**src/rtl/sa_result_collector4x4.sv**
```systemverilog
// Deskews skewed systolic-array column sums into aligned rows (issue to out_valid: BASE_LAT+3 edges).
// First-word-fall-through row FIFO toward valid/ready; in_ready withholds credit once buffered plus in-flight rows reach DEPTH.
module sa_result_collector4x4 #(
  parameter int PSW      = 18,
  parameter int BASE_LAT = 4,
  parameter int DEPTH    = 4
) (
  input  logic                     clk,
  input  logic                     rst,
  input  logic                     L,
  input  logic                     in_valid,
  output logic                     in_ready,
  input  logic [PSW-1:0]           pso0,
  input  logic [PSW-1:0]           pso1,
  input  logic [PSW-1:0]           pso2,
  input  logic [PSW-1:0]           pso3,
  output logic                     out_valid,
  input  logic                     out_ready,
  output logic [PSW-1:0]           res0,
  output logic [PSW-1:0]           res1,
  output logic [PSW-1:0]           res2,
  output logic [PSW-1:0]           res3,
  output logic [7:0]               row_idx,
  output logic [$clog2(DEPTH):0]   occupancy
);

  localparam int AW = $clog2(DEPTH);
  localparam int OW = AW + 1;
  localparam int PL = BASE_LAT + 3;
  localparam logic [OW-1:0] DEPTH_O = OW'(DEPTH);
  localparam logic [OW:0]   DEPTH_W = (OW+1)'(DEPTH);

  typedef struct packed {
    logic [PSW-1:0] c0;
    logic [PSW-1:0] c1;
    logic [PSW-1:0] c2;
    logic [PSW-1:0] c3;
  } row_t;

  logic [PL-1:0]  vpipe;
  logic [PSW-1:0] s0a, s0b, s0c, s1a, s1b, s2a;
  row_t           mem [DEPTH];
  row_t           wr_row, head;
  logic [OW-1:0]  wptr, rptr, inflight;
  logic [OW:0]    credit_used;
  logic [7:0]     ridx;
  logic           issue, wr_en, pop, full;

  assign occupancy   = wptr - rptr;
  assign out_valid   = (occupancy != '0);
  assign full        = (occupancy == DEPTH_O);
  assign credit_used = {1'b0, occupancy} + {1'b0, inflight};
  assign in_ready    = !L && (credit_used < DEPTH_W);
  assign issue       = in_valid && in_ready;
  assign wr_en       = vpipe[PL-1];
  assign pop         = out_valid && out_ready;

  // Column j is already j cycles late, so it needs 3-j registers to line up with column 3.
  assign wr_row = '{c0: s0c, c1: s1b, c2: s2a, c3: pso3};

  always_ff @(posedge clk) begin
    if (!rst) begin
      vpipe <= '0;
      s0a   <= '0;
      s0b   <= '0;
      s0c   <= '0;
      s1a   <= '0;
      s1b   <= '0;
      s2a   <= '0;
    end else begin
      vpipe <= {vpipe[PL-2:0], issue};
      s0a   <= pso0;
      s0b   <= s0a;
      s0c   <= s0b;
      s1a   <= pso1;
      s1b   <= s1a;
      s2a   <= pso2;
    end
  end

  always_ff @(posedge clk) begin
    if (!rst) begin
      wptr     <= '0;
      rptr     <= '0;
      inflight <= '0;
      ridx     <= '0;
    end else begin
      if (wr_en) wptr <= wptr + OW'(1);
      if (pop) begin
        rptr <= rptr + OW'(1);
        ridx <= ridx + 8'd1;
      end
      if (issue && !wr_en)
        inflight <= inflight + OW'(1);
      else if (!issue && wr_en)
        inflight <= inflight - OW'(1);
    end
  end

  always_ff @(posedge clk) begin
    if (rst && wr_en) mem[wptr[AW-1:0]] <= wr_row;
  end

  assign head    = mem[rptr[AW-1:0]];
  assign res0    = out_valid ? head.c0 : '0;
  assign res1    = out_valid ? head.c1 : '0;
  assign res2    = out_valid ? head.c2 : '0;
  assign res3    = out_valid ? head.c3 : '0;
  assign row_idx = ridx;

  // Credit accounting guarantees a free slot for every row reaching the pipe tail.
  a_no_overflow: assert property (@(posedge clk) disable iff (!rst) wr_en |-> !full);

endmodule

```
**config.mk**
```make
export PLATFORM = sky130hd
export DESIGN_NAME = sa_result_collector4x4
export DESIGN_NICKNAME = d
export VERILOG_FILES = /design/src/rtl/sa_result_collector4x4.sv
export SDC_FILE = /design/constraint.sdc
export NUM_CORES = 1
export LEC_CHECK = 0
export ABC_AREA = 1
export BUFFER_PORTS_ARGS = -buffer_cell sky130_fd_sc_hd__clkbuf_2
export CORE_ASPECT_RATIO = 1.25
export CORE_MARGIN = 2
export CORE_UTILIZATION = 51
export CTS_CLUSTER_DIAMETER = 30
export DETAILED_ROUTE_END_ITERATION = 8
export PLACE_DENSITY = 0.77
export SETUP_SLACK_MARGIN = 0.1
export SYNTH_ARGS = -nofsm -noshare
export SYNTH_HDL_FRONTEND = slang
export SYNTH_SLANG_ARGS = --single-unit
```
**constraint.sdc**
```tcl
create_clock -name clk -period 4.4 [get_ports clk]
set_clock_uncertainty 0.1 [all_clocks]
set_input_delay 0.22 -clock clk [delete_from_list [all_inputs] [get_ports clk]]
set_output_delay 0.22 -clock clk [all_outputs]
set_load 0.005 [all_outputs]
```
==> Word-level counts from Yosys, hierarchy flattened <==
Memories as Yosys holds them, arrays and structs flattened. A register that Yosys moved wholly into a read port is not among the register bits.
Cells that the tools add are included.
{ "classes": {"magnitude_cmp": 1, "reduce_logical": 11, "addsub": 7, "n_mux": 10} }
{ "ops": {"columns": ["operator", "n"], "rows": [
  ["$mux W18", 4],
  ["$add A3 B1 Y3 const B", 3],
  ["$add A8 B1 Y8 const B", 1],
  ["$logic_and A1 B1 Y1", 6],
  ["$mux W3", 2],
  ["$add A3 B3 Y4", 1],
  ["$lt A4 B3 Y1 const B", 1],
  ["$mux W2", 2],
  ["$logic_not A1 Y1", 3],
  ["$reduce_bool A3 Y1", 1],
  ["$sub A3 B1 Y3 const B", 1],
  ["$sub A3 B3 Y3", 1],
  ["$mux W1", 2],
  ["$reduce_bool A2 Y1", 1]
]} }
{ "word_totals": {"in_bits": 77, "register_bits": 132, "n_memories": 1, "elab_cells": 41, "ramBits": 288, "output_inout_bits": 85} }
{ "mem_list": {"columns": ["name", "words", "word_bits", "read_ports", "rd_ports_with_merged_regs", "write_ports", "line_no", "rtl"], "rows": [
  ["mem", 4, 72, 1, 1, 1, "42", "row_t mem [DEPTH];"]
]} }

==> Depth between registers and ports, before layout <==
{ "logic_depth": {"ltp_word": 9, "ltp_mapped": 20, "depth_no_buf": 20} }

==> Worst setup path before layout <==
Ideal clock, no wire load.
{ "synth_timing": {"path_type": "input-to-reg", "from": "input port rst", "to": "memory mem[0][0] in the netlist's numbering (enable)", "setup_slack_ns": 0.119, "stages": 4, "setup_ns": 0.502, "required_time_ns": 3.798, "arrival_time_ns": 3.678, "n_path_buf": 2, "path_cell_list": "clkbuf_1 buf_2 nand2_1 nor2_1"} }
{ "synth_via": {"elab_chain_cells": 3} }
{ "synth_rtl": {"columns": ["element", "line_no", "rtl"], "rows": [
  ["start, declared", "9", "input logic rst,"],
  ["$logic_and A1 B1 Y1", "101", "if (rst && wr_en) mem[wptr[AW-1:0]] <= wr_row;"],
  ["$mux W1", "101", null],
  ["$mux W1 (implied by the code)", "101", null],
  ["end, declared", "42", null]
]} }
Every way passes these cells.

==> Worst setup path in the final report <==
{ "layout_timing": {"from": "register wptr[0]", "to": "output port res3[3]"} }
{ "layout_via": {"elab_chain_cells": 3} }
{ "layout_rtl": {"columns": ["element", "line_no", "rtl"], "rows": [
  ["start, declared", "44", "logic [OW-1:0] wptr, rptr, inflight;"],
  ["start signal, assigned", "88", "if (wr_en) wptr <= wptr + OW'(1);"],
  ["$sub A3 B3 Y3", "49", "assign occupancy = wptr - rptr;"],
  ["$reduce_bool A3 Y1", "50", "assign out_valid = (occupancy != '0);"],
  ["$mux W18", "108", "assign res3 = out_valid ? head.c3 : '0;"],
  ["end, declared", "22", "output logic [PSW-1:0] res3,"]
]} }
Every way passes these cells.

==> impl_metrics.toml <==
[outcome]
status = "complete, no violations"

[sta]
setup_tns_ns = 0
final.min_clock_period_ns = 3.79
fmax_ghz = 0.264
tightestPinTransition_ns = 0.896
rsz0062_at_grt = "false"
hold_violations = 0
worst_hold_slack_ns = 0.0923
setup_violations = 0
relSlewSlack_pct = 40.3
post-route-period-util_pct = 86.2
finalMaxSlewViolations = 0

[final_layout]
nets = 1609
stdcell_area_um2 = 19400
multi_input_comb_area_um2 = 3120
synthToLayoutAreaGrowth_pct = 24.6
seqCellArea_um2 = 11300
layout_commonest_cell = "edfxtp_1"
nFillCells = 2080
drive_gt1_share_pct = 18.2
final_cell_mix = "288 x edfxtp_1, 213 x nand2_1, 208 x inv_1"
antenna_cells = 0

[critical_path]
worstPathRequired_ns = 4.08
cp_top_family = "simple AND/OR/NAND/NOR gates"
critPathMaxStageDelay_ns = 0.70
crit_type = "flip-flop to primary output"
start_kind = "flip-flop"
crit_fanout = 67
worstSetupEndpointType = "primary output"
crit_arrival_ns = 3.47
slowest_stage = "nand3_4"
cp_common_cell = "inv_1"
crit_buf_inv = 5
crit_chain = "inv_1, ha_1, inv_1, fa_1, nor2_1, nand3_4, buf_4, nand2_1, inv_1, clkbuf_2"

[synth]
synth_area_um2 = 15600
synth_top_family_by_area = "simple AND/OR/NAND/NOR gates"
yosysWarnings = 0
synth.mux.area_fraction_pct = 4.62
ys_types = 23
seq_area_frac_synth_pct = 72.6
syn-num-nets = 1367
ys_seq_elements = 422
synth-adder-area-share_pct = 1.06
synth_compound_area_share_pct = 5.94
avgSynthCellArea_um2 = 12.2
netlist_instances = 1278
synth-simple-area-share_pct = 8.07
synth_xor_area_share_pct = 0.0562

[cts]
clkTransAtPathRegs_ns = 0.06
cts_root_buf = "clkbuf_16"
max-clock-path-buffers = 3
cts_tree = "yes"
cts_num_sinks = 422
cts_resized = 0
h-tree-depth = 2
cts_buffers = 54
clkLatencyLatePin_ns = 0.56

[global_route]
first_global_vias = 9918
antenna_found_initial = 0
grt_pass1_wl_mm = 49.4
grt_usage_pct = 19.6
grt_max_degree = 86
grt_overflow = 0

[place]
dpl.hpwl_mm = 16.5
port_buffers = 161
place_area_um2 = 16700
place_congestion = 0.778

[die]
die_w_um = 160
core_area_um2 = 30100
ios = 162
floorplan.initialDensity_pct = 51.8
core.rowCount = 71
die_area_um2 = 32000
die_h_um = 200

[min_path]
min_path_type = "primary input to flip-flop"

[routing]
drt.antenna.violating_nets = 0
vias_per_cell = 5.01
dr.pass1.iters = 5
drt_iter0_markers = 627
wirelength_mm = 31.7
wl_per_cell_um = 16.1
drc = 0
vias = 9854

[power]
p_per_area_nw_per_um2 = 621
vdd_ir_drop_max_mv = 0.370
p_leak_nw = 8.55

[flow_run]
cap_violations = 0
per-stage QoR:
stage	power (mW)	cells	util, %	worst slack [ns]
final	12.1	1966	64.5	0.608
after floorplan	6.41	1278	-	0.119
after detailed placement	7.38	1790	55.4	1.07
after global placement	7.31	1790	55.4	1.18
after CTS	12.2	1966	64.5	0.586
after global routing	12.7	1966	64.5	0.387
synth_stat cells (all sizes together):
cell type	number	area (um^2)
o21ai	78	390
nor3	2	10.0
nand3	14	75.1
nor2	98	368
ha	10	125
inv	211	792
mux2i	72	721
fa	2	40.0
clkbuf	27	101
o22ai	72	450
nor4	1	6.26
nand2	213	800
a21oi	17	85.1
dfxtp	134	2680
buf	38	294
xor2	1	8.76
edfxtp	288	8650
final timing paths:
path                              from  cells after the start                        to  slack, ns
hold reg to reg      s0a[6]$_SDFF_PN0_                      2         s0b[6]$_SDFF_PN0_       0.31
setup / recovery  wptr[0]$_SDFFE_PN0P_                     10                   res3[3]       0.61
setup reg to reg  wptr[0]$_SDFFE_PN0P_                     19  inflight[2]$_SDFFE_PN0P_       1.04
hold / removal                     rst                      3         s0a[4]$_SDFF_PN0_       0.09
cell families after synthesis:
family | count (synthesis)
fa+ha+maj | 12
compound gates | 167
flops | 422
xor+xnor | 1
simple gates | 328
buf+inv | 276
mux | 72
tightest hold or removal path, delay by kind of cell:
kind	cells	cell delay (ns)
AND/OR/NAND/NOR	1	0.13
buffers and inverters	2	0.34
cell type report:
class	count	area share [%]
sequential	422	58.3
clock inverter	41	2.92
inverter	211	4.07
multi-input combinational	580	16.0
tap	401	2.58
clock buffer	60	7.33
timing repair buffer	251	8.73
flip-flops by register name, indices dropped and copies added (netlist names), named ones only:
register,flops
wptr,3
inflight,3
row_idx,8
s1b,18
s0b,18
mem,288
s0c,18
s0a,18
s1a,18
rptr,3
vpipe,7
s2a,18
power by group:
group / internal [mW] / leakage [nW] / switching (mW)
clock network: 2.94 / 0.981 / 1.76
logic: 1.12 / 3.83 / 1.70
registers: 4.31 / 3.74 / 0.239
total: 8.37 / 8.55 / 3.70
what timing repair did:
action                    4_1_cts  5_1_grt
hold endpoints to repair      133        0
hold buffers                   75        0
buffers inserted                0        0
metal layers:
metal / routed length, um / share of wire (%) / vias up / track usage, %
li1: - / - / 4758 / -
met1: 12700 / 40 / 4713 / 23.3
met2: 16500 / 52 / 318 / 36.2
met3: 1740 / 5.5 / 65 / 3.11
met4: 830 / 2.6 / 0 / 7.07
met5: 0 / 0 / - / 0
No activity file was read; power rests on OpenSTA's default activity.
